===== config.mk =====
export PLATFORM = sky130hd
export DESIGN_NAME = cmp_serial
export DESIGN_NICKNAME = d
export VERILOG_FILES = /design/src/rtl/cmp_serial.sv
export SDC_FILE = /design/constraint.sdc
export NUM_CORES = 1
export LEC_CHECK = 0
export BUFFER_PORTS_ARGS = -buffer_cell sky130_fd_sc_hd__buf_2
export CAP_MARGIN = 20
export CORE_ASPECT_RATIO = 1.1
export CORE_MARGIN = 8
export CORE_UTILIZATION = 56
export CTS_BUF_LIST = sky130_fd_sc_hd__clkbuf_2
export CTS_CLUSTER_SIZE = 12
export DETAILED_ROUTE_END_ITERATION = 10
export PLACE_DENSITY = 0.82
export SYNTH_ARGS = -nofsm -noshare
export SYNTH_HDL_FRONTEND = slang
export SYNTH_HIERARCHICAL = 1
export SYNTH_SLANG_ARGS = --single-unit

===== constraint.sdc =====
create_clock -name clk_i -period 3.27 [get_ports clk_i]
set_clock_uncertainty 0.2 [all_clocks]
set_input_delay 0.4905 -clock clk_i [delete_from_list [all_inputs] [get_ports clk_i]]
set_output_delay 0.4905 -clock clk_i [all_outputs]
set_load 0.01 [all_outputs]

===== src/rtl/cmp_serial.sv =====
// cmp_serial: digit-serial magnitude comparator with valid/ready handshakes.
// Ports: clk_i, rst_ni (async active-low), valid_i/ready_o request side,
//        a_i/b_i/signed_i operands, valid_o/ready_i result side,
//        gt_o/eq_o/lt_o/ge_o one-hot-ish result flags (0 while idle/busy).

// cmp_ge: combinational a_i >= b_i over WIDTH bits.
// Ports: a_i, b_i operands; ge_o result.
// SPEED=0 is a ripple chain; SPEED>=1 a log-depth (generate, equal) tree.
module cmp_ge #(
    parameter int WIDTH = 8,
    parameter int SPEED = 1
) (
    input  logic [WIDTH-1:0] a_i,
    input  logic [WIDTH-1:0] b_i,
    output logic             ge_o
);

    if (SPEED < 0 || SPEED > 2) begin : g_bad_speed
        $error("cmp_ge: SPEED must be 0, 1 or 2");
    end

    if (SPEED == 0) begin : g_serial
        always_comb begin
            ge_o = 1'b1;
            for (int i = 0; i < WIDTH; i++) begin
                ge_o = (a_i[i] & ~b_i[i]) | (~(a_i[i] ^ b_i[i]) & ge_o);
            end
        end
    end else begin : g_tree
        // Only the root of the prefix network is needed for one GE output,
        // so Brent-Kung and Sklansky collapse to the same balanced tree.
        localparam int LVL = (WIDTH > 1) ? $clog2(WIDTH) : 1;
        localparam int P   = 1 << LVL;

        logic [P-1:0] g;
        logic [P-1:0] e;

        always_comb begin
            // Padding bits act as equal, so they never decide the result.
            g = '0;
            e = '1;
            g[WIDTH-1:0] = a_i & ~b_i;
            e[WIDTH-1:0] = ~(a_i ^ b_i);
            for (int l = 0; l < LVL; l++) begin
                for (int i = 0; i < P / 2; i++) begin
                    if (i < (P >> (l + 1))) begin
                        g[i] = g[2*i+1] | (e[2*i+1] & g[2*i]);
                        e[i] = e[2*i+1] & e[2*i];
                    end
                end
            end
            ge_o = g[0] | e[0];
        end
    end

endmodule

module cmp_serial #(
    parameter int WIDTH      = 32,
    parameter int DIGIT      = 8,
    parameter int EARLY_EXIT = 1,
    parameter int SPEED      = 1
) (
    input  logic             clk_i,
    input  logic             rst_ni,
    input  logic             valid_i,
    output logic             ready_o,
    input  logic [WIDTH-1:0] a_i,
    input  logic [WIDTH-1:0] b_i,
    input  logic             signed_i,
    output logic             valid_o,
    input  logic             ready_i,
    output logic             gt_o,
    output logic             eq_o,
    output logic             lt_o,
    output logic             ge_o
);

    localparam int N  = WIDTH / DIGIT;
    localparam int IW = (N > 1) ? $clog2(N) : 1;

    if (WIDTH < 2) begin : g_bad_width
        $error("cmp_serial: WIDTH must be >= 2");
    end
    if (DIGIT < 1 || (WIDTH % DIGIT) != 0) begin : g_bad_digit
        $error("cmp_serial: WIDTH must be a multiple of DIGIT");
    end

    typedef enum logic [1:0] {
        IDLE = 2'd0,
        RUN  = 2'd1,
        DONE = 2'd2
    } state_e;

    state_e           state_q, state_d;
    logic [IW-1:0]    idx_q, idx_d;
    logic [WIDTH-1:0] a_q, a_d;
    logic [WIDTH-1:0] b_q, b_d;
    logic             sgn_q, sgn_d;
    logic             gt_q, gt_d;
    logic             lt_q, lt_d;

    // Flipping the sign bit maps two's-complement order onto unsigned order.
    logic [WIDTH-1:0] a_bias;
    logic [WIDTH-1:0] b_bias;
    assign a_bias = a_q ^ {sgn_q, {(WIDTH-1){1'b0}}};
    assign b_bias = b_q ^ {sgn_q, {(WIDTH-1){1'b0}}};

    logic [N-1:0][DIGIT-1:0] a_dig;
    logic [N-1:0][DIGIT-1:0] b_dig;
    assign a_dig = a_bias;
    assign b_dig = b_bias;

    logic [DIGIT-1:0] da;
    logic [DIGIT-1:0] db;
    assign da = a_dig[idx_q];
    assign db = b_dig[idx_q];

    logic dig_ge;
    logic dig_eq;
    logic dig_gt;

    cmp_ge #(
        .WIDTH (DIGIT),
        .SPEED (SPEED)
    ) u_ge (
        .a_i  (da),
        .b_i  (db),
        .ge_o (dig_ge)
    );

    assign dig_eq = (da == db);
    assign dig_gt = dig_ge & ~dig_eq;

    logic decided;
    logic hit;
    assign decided = gt_q | lt_q;
    assign hit     = ~decided & ~dig_eq;

    always_comb begin
        state_d = state_q;
        idx_d   = idx_q;
        a_d     = a_q;
        b_d     = b_q;
        sgn_d   = sgn_q;
        gt_d    = gt_q;
        lt_d    = lt_q;
        unique case (state_q)
            IDLE: begin
                if (valid_i) begin
                    a_d     = a_i;
                    b_d     = b_i;
                    sgn_d   = signed_i;
                    idx_d   = IW'(N - 1);
                    gt_d    = 1'b0;
                    lt_d    = 1'b0;
                    state_d = RUN;
                end
            end
            RUN: begin
                if (hit) begin
                    gt_d = dig_gt;
                    lt_d = ~dig_gt;
                end
                if (idx_q == '0 || (EARLY_EXIT != 0 && hit)) begin
                    state_d = DONE;
                end else begin
                    idx_d = idx_q - 1'b1;
                end
            end
            DONE: begin
                if (ready_i) begin
                    state_d = IDLE;
                end
            end
            default: begin
                state_d = IDLE;
            end
        endcase
    end

    always_ff @(posedge clk_i or negedge rst_ni) begin
        if (!rst_ni) begin
            state_q <= IDLE;
            idx_q   <= '0;
            a_q     <= '0;
            b_q     <= '0;
            sgn_q   <= 1'b0;
            gt_q    <= 1'b0;
            lt_q    <= 1'b0;
        end else begin
            state_q <= state_d;
            idx_q   <= idx_d;
            a_q     <= a_d;
            b_q     <= b_d;
            sgn_q   <= sgn_d;
            gt_q    <= gt_d;
            lt_q    <= lt_d;
        end
    end

    assign ready_o = (state_q == IDLE);
    assign valid_o = (state_q == DONE);
    assign gt_o    = valid_o & gt_q;
    assign lt_o    = valid_o & lt_q;
    assign eq_o    = valid_o & ~decided;
    assign ge_o    = valid_o & ~lt_q;

endmodule

; Word-level counts from Yosys, hierarchy flattened
; Index checks and enable logic that the tools add are counted.
[word_totals]
output_inout_bits = 6
word_cells = 80
regBits = 71
in_bits = 69
[op_classes]
n_eq_ne = 8
muxes = 16
reduce_logical = 8
magnitude_cmp = 1
n_bitwise = 39
addsub = 1
[ops]
columns = operator, n
row1 = 32-bit XOR, 2
row2 = 8-bit binary-select mux with 2-bit select, 2
row3 = 1-bit bitwise AND, 20
row4 = 8-bit two-way mux, 2
row5 = 8-bit NOT, 2
row6 = 2-bit two-way mux, 5
row7 = 1-bit bitwise OR, 9
row8 = 3-bit AND reduction, 3
row9 = 8-bit bitwise AND, 1
row10 = 8-bit equality test, 1
row11 = "2-bit inequality test, second input constant", 4
row12 = 8-bit XOR, 1
row13 = 2-bit case mux with 3 select lines, 1
row14 = 2-bit zero test, 2
row15 = 1-bit NOT, 4
row16 = 1-bit case mux with 2 select lines, 2
row17 = 2-bit case mux with 2 select lines, 1
row18 = "2-bit by 3-bit less-than comparator with 1-bit output, second input constant", 1
row19 = 1-bit two-way mux, 3
row20 = "2-bit by 1-bit equality test with 1-bit output, second input constant", 1
row21 = "2-bit equality test, second input constant", 1
row22 = "2-bit by 1-bit inequality test with 1-bit output, second input constant", 1
row23 = 2-bit AND reduction, 1
row24 = 2-bit nonzero test, 1
row25 = other kinds (2), 2

; Logic depth before layout (Yosys ltp)
[logic_depth]
depth_word = 16
depth_mapped = 10
ltp_nobuf = 10

; By module
; The synthesis kept the hierarchy.
[by_module_without_submodules]
columns = module, n_inst, area_each_um2, cells_per_inst, seq_area_each_um2
row1 = cmp_serial, 1, 3283.1, 352, 1776.7
row2 = cmp_ge, 1, 191.4, 27, 0.0

; Least setup slack after synthesis
; No wires, ideal clock.
[synth_path]
path_type = register -> register
start = reg idx_q[0]
end = reg lt_q
arrival_time_ps = 2331
t_required_ps = 2960
path_stages_with_launch = 9
setup_slack_ps = 628
n_path_buf = 2
cell_sequence = dfrtp_1 -> buf_6 -> buf_6 -> mux4_2 -> ha_1 -> o211ai_1 -> a211oi_1 -> or3_1 -> o41ai_1
[synth_via]
elab_cells_between_ends = 39
cone_classes = eq/ne: 2 / mux: 6 / bitwise: 30 / reduce/logical: 1
[synth_lines]
columns = item, line
row1 = from (decl), 96  ; logic [IW-1:0] idx_q, idx_d;
row2 = from (signal assigned), 193  ; idx_q <= idx_d;
row3 = 8-bit binary-select mux with 2-bit select *, 116  ; assign da = a_dig[idx_q];
row4 = 8-bit two-way mux (not written as such) *, 116
row5 = net da[0], 114  ; logic [DIGIT-1:0] da;
row6 = 8-bit bitwise AND, 42  ; g[WIDTH-1:0] = a_i & ~b_i;
row7 = 1-bit bitwise AND, 47  ; g[i] = g[2*i+1] | (e[2*i+1] & g[2*i]);
row8 = 1-bit bitwise OR, 47
row9 = 1-bit bitwise AND, 47
row10 = 1-bit bitwise OR, 47
row11 = 1-bit bitwise AND, 47
row12 = 1-bit bitwise OR, 47
row13 = 1-bit bitwise OR *, 52  ; ge_o = g[0] | e[0];
row14 = net dig_ge, 119  ; logic dig_ge;
row15 = 1-bit bitwise AND *, 133  ; assign dig_gt = dig_ge & ~dig_eq;
row16 = 1-bit NOT *, 163  ; lt_d = ~dig_gt;
row17 = 1-bit two-way mux *, 161  ; if (hit) begin
row18 = 1-bit case mux with 2 select lines *, 148  ; unique case (state_q)
row19 = to (signal assigned), 198  ; lt_q <= lt_d;
row20 = to (decl), 101  ; logic lt_q, lt_d;
; Mark *: on every way through the listed nets, which the timed path passes. The rest lies on a longest branch. The select of a mux whose other input is x is not followed.
; A chain may end at the register's enable or synchronous reset.

; Final worst setup path
[layout_path]
start = reg idx_q[1]
end = reg lt_q
[layout_via]
elab_cells_between_ends = 39
cone_classes = eq/ne: 2 / mux: 6 / bitwise: 30 / reduce/logical: 1
[layout_lines]
columns = item, line
row1 = 8-bit binary-select mux with 2-bit select *, 116
row2 = 8-bit two-way mux (not written as such) *, 116
row3 = net da[7], 114
row4 = 8-bit XOR, 43  ; e[WIDTH-1:0] = ~(a_i ^ b_i);
row5 = 8-bit NOT, 43
row6 = "1-bit bitwise AND, on equally long branches", "47, 48"
row7 = "1-bit bitwise OR, or another cell as far along", 47
row8 = 1-bit bitwise OR or 1-bit bitwise AND (tied branches), 47
row9 = 1-bit bitwise OR, 47
row10 = 1-bit bitwise OR *, 52
row11 = net dig_ge, 119
row12 = 1-bit bitwise AND *, 133
row13 = 1-bit NOT *, 163
row14 = 1-bit two-way mux *, 161
row15 = 1-bit case mux with 2 select lines *, 148
; Marks and branches as above.

==> summary.txt <==
Critical path
  • Critical Path RT: 3.49 ns
  • CP startpoint: idx_q[1]
  • Crit path DAT: 3.17 ns
  • Crit path cell chain: buf_4, mux2i_1, a21oi_1, ha_1, a21oi_2, nand2_1, or3_1, o41ai_1
  • CP max stage delay: 0.65 ns
  • Critical Path Start Type: flop
  • CP Class: flop to flop
  • Reg-to-Reg Start: idx_q[1]
  • Cell family with most CP delay: flip-flops
  • Critical Path End Type: flop
  • CP max FO: 11
  • Worst path slowest cell: dfrtp_1
  • Buf/Inv on CP: 1

Layout
  • Final std cells w/o fill: 604
  • Fin nets: a little under 600
  • Post-route cell area: around 4700 µm²
  • Area added between synthesis and finish: 36.01%
  • Layout cells sized above 1: 22.22%

Logic synthesis
  • Async set-or-reset flop fraction in the synthesized netlist: 100.0%
  • Seq/Total Area, Yosys: 51.13%
  • Syn Area/Cell: 9.168 µm²
  • Top area cells in the synthesized netlist: dfrtp_1 (51%), nand2_1 (22%), mux4_2 (9.1%), ha_1 (3.2%), xnor2_1 (2.3%)
  • Synth top area share: about half
  • Syn nets: 457
  • Area leader, netlist: dfrtp_1
  • Yosys cell types: 33
  • Synthesized netlist cell count: 379
  • Post-synth EDFFs: 0
  • Top FF cell, synth: dfrtp_1
  • Synthesized area: 3475 µm²
  • YS warnings: 6
  • Synthesized flop and latch total: 71

Place
  • Pre-CTS setup slack: ~0.42 ns
  • Placed instance count: between 500 and 600
  • Port bufs: 74
  • RePlAce Congestion: between 0.7 and 0.8
  • Dpl cell area: 3919 µm²
  • Hpwl dp: 5518 µm

Die
  • Rows: 30
  • Die width: ~91 µm
  • Starting Density: 57.14%
  • Die span in y: 98.62 µm
  • Die area: roughly 9000 µm²
  • Total core area: 6081 µm²
  • Top-level I/O count: 75

Timing
  • Setup WS post-layout: between 0.3 and 0.4 ns
  • Worst-Margin Slew: ~0.6 ns
  • Relative slew slack: 59.12%
  • Fin crit period: 2.944 ns
  • Max-slew violation count: 0
  • Final setup TNS: 0 ns
  • Period utilization: 90.02%
  • Hold_ws: between 0.2 and 0.25 ns
  • Unrepaired setup endpoints after global routing: no
  • Fmax: 339.7 MHz
  • Final hold viol count: 0
  • Final setup violation count: 0

GRT
  • Initial antenna violation count: 1
  • Gr usage total: 22.11%
  • Vias in the first global route: 3413
  • Pin count of the biggest net entering global routing: between 50 and 60
  • Total grt overflow: 0
  • First-pass GRT wire length: 15860 µm

Clock network
  • TritonCTS clock tree: yes
  • H-tree Lvls: 3
  • Clock buffer depth: 2
  • Skew-Pair Late Insertion Delay: 0.54 ns
  • Setup bufs post-CTS: 0
  • Num CTS Buffers: 9
  • Reg clk slew, reported paths: 0.19 ns
  • Clk sinks: between 70 and 80
  • Clk Tree Root Cell: clkbuf_2

Power
  • Internal Power: roughly 0.0025 W
  • Sequential share of power: approximately 38%
  • Switching Fraction: 40.80%
  • Combinational Power Share: 48.9%
  • Leakage: 2.512 nW
  • Cell Pwr Density: 882.2 nW/µm²
  • Worst ir drop on vdd: 0.0004836 V
  • Net Switching: 0.001701 W
  • Clock power frac: 13.6%

Route
  • Final wirelength: a little over 9000 µm
  • Post-route DRC: 0
  • Wirelength per Cell: roughly 15 µm
  • Via density: 5.215
  • First-iteration detailed-routing DRC count: roughly 180
  • Vias: 3150
  • TritonRoute pass-1 iters: 5
  • Antenna Nets Post-Route: 0

Run status
  • Status: completed

Job
  • Max-cap viol count: 0

Worst hold path
  • Hold WC Path Type: input port to asynchronous set/reset pin
==> cell usage in the layout, fill, tap and decap left out, types with 2 or more instances in the layout <==
master / count
nand2_1: 201
buf_2: 74
dfrtp_1: 71
dlygate4sd3_1: 67
mux4_2: 14
inv_1: 11
xnor2_1: 9
ha_1: 9
clkbuf_2: 9
nor2_1: 7
mux2i_1: 6
buf_4: 5
a21oi_1: 3
xor2_1: 3
diode_2: 2
a211oi_1: 2
o211ai_1: 2
nand2b_1: 2
and2_1: 2
bufinv_16: 2
clkinv_2: 2
nand3_1: 2
==> sequential cells by signal, indices dropped and copies added (netlist names) <==
| signal | flops |
|---|---|
| lt_q | 1 |
| state_q | 2 |
| a_q | 32 |
| sgn_q | 1 |
| b_q | 32 |
| idx_q | 2 |
| gt_q | 1 |
==> worst paths after layout <==
path | end | depth (start not counted) | slack, ns
setup / recovery | lt_q | 8 | 0.33
hold / removal | a_q[3] | 2 | 0.20
setup reg to reg | lt_q | 8 | 0.33
hold reg to reg | b_q[21] | 2 | 0.30
max in group asynchronous | b_q[19] | 3 | 2.03
min in group clk_i | b_q[21] | 2 | 0.30
==> per-layer routing <==
layer	part of all wire [%]	track usage, %
met1	39	23.95
met2	52	37.88
met3	5.0	5.475
met4	4.3	14.00
met5	0	0
==> metrics by stage <==
step                util, %  power (W)
CTS                   77.63   0.004110
finish                77.72   0.004169
global route          77.67   0.004477
detailed placement    64.44   0.003464
floorplan                 -   0.003005
global placement      64.44   0.003355
==> cells by family after synthesis <==
family	after synthesis	share of synthesized area (%)
adder cells (fa/ha/maj)	9	3.241
flip-flops	71	51.13
multiplexers	20	10.80
buffers and inverters	31	3.817
AO/OA/AOI/OAI	14	2.988
AND/OR/NAND/NOR	222	24.99
XOR/XNOR	12	3.025
==> power groups by stage <==
stage	clock network (W)	logic [W]	registers (W)
floorplan	0	0.00154	0.00147
global placement	0	0.00181	0.00155
detailed placement	0	0.00190	0.00156
CTS	0.000574	0.00199	0.00155
global route	0.000607	0.00226	0.00161
finish	0.000568	0.00204	0.00156
==> layout make-up <==
class	count	area (µm²)
clock inverters	6	86.33
multi-input cells	277	1569
diodes	2	5.005
clock buffers	9	45.04
repair buffers	147	1099
inverters	12	45.04
flip-flops and latches	71	1777
well taps	80	100.1
fillers	376	1355
==> cells in the mapped netlist, types with 3 or more instances <==
cell type / count
buf_1: 3
mux4_2: 14
xor2_1: 3
ha_1: 9
a21oi_1: 3
and2_1: 3
inv_1: 11
nor2_1: 7
dfrtp_1: 71
xnor2_1: 9
nand2_1: 202
clkbuf_1: 13
mux2i_1: 6
==> repair_timing <==
item	4_1_cts	5_1_grt
setup endpoints to repair	0	0
resized for setup	0	0
endpoints found under the hold margin	84	0
hold buffers	67	0
Note: power is estimated with default switching activity, not from simulation.
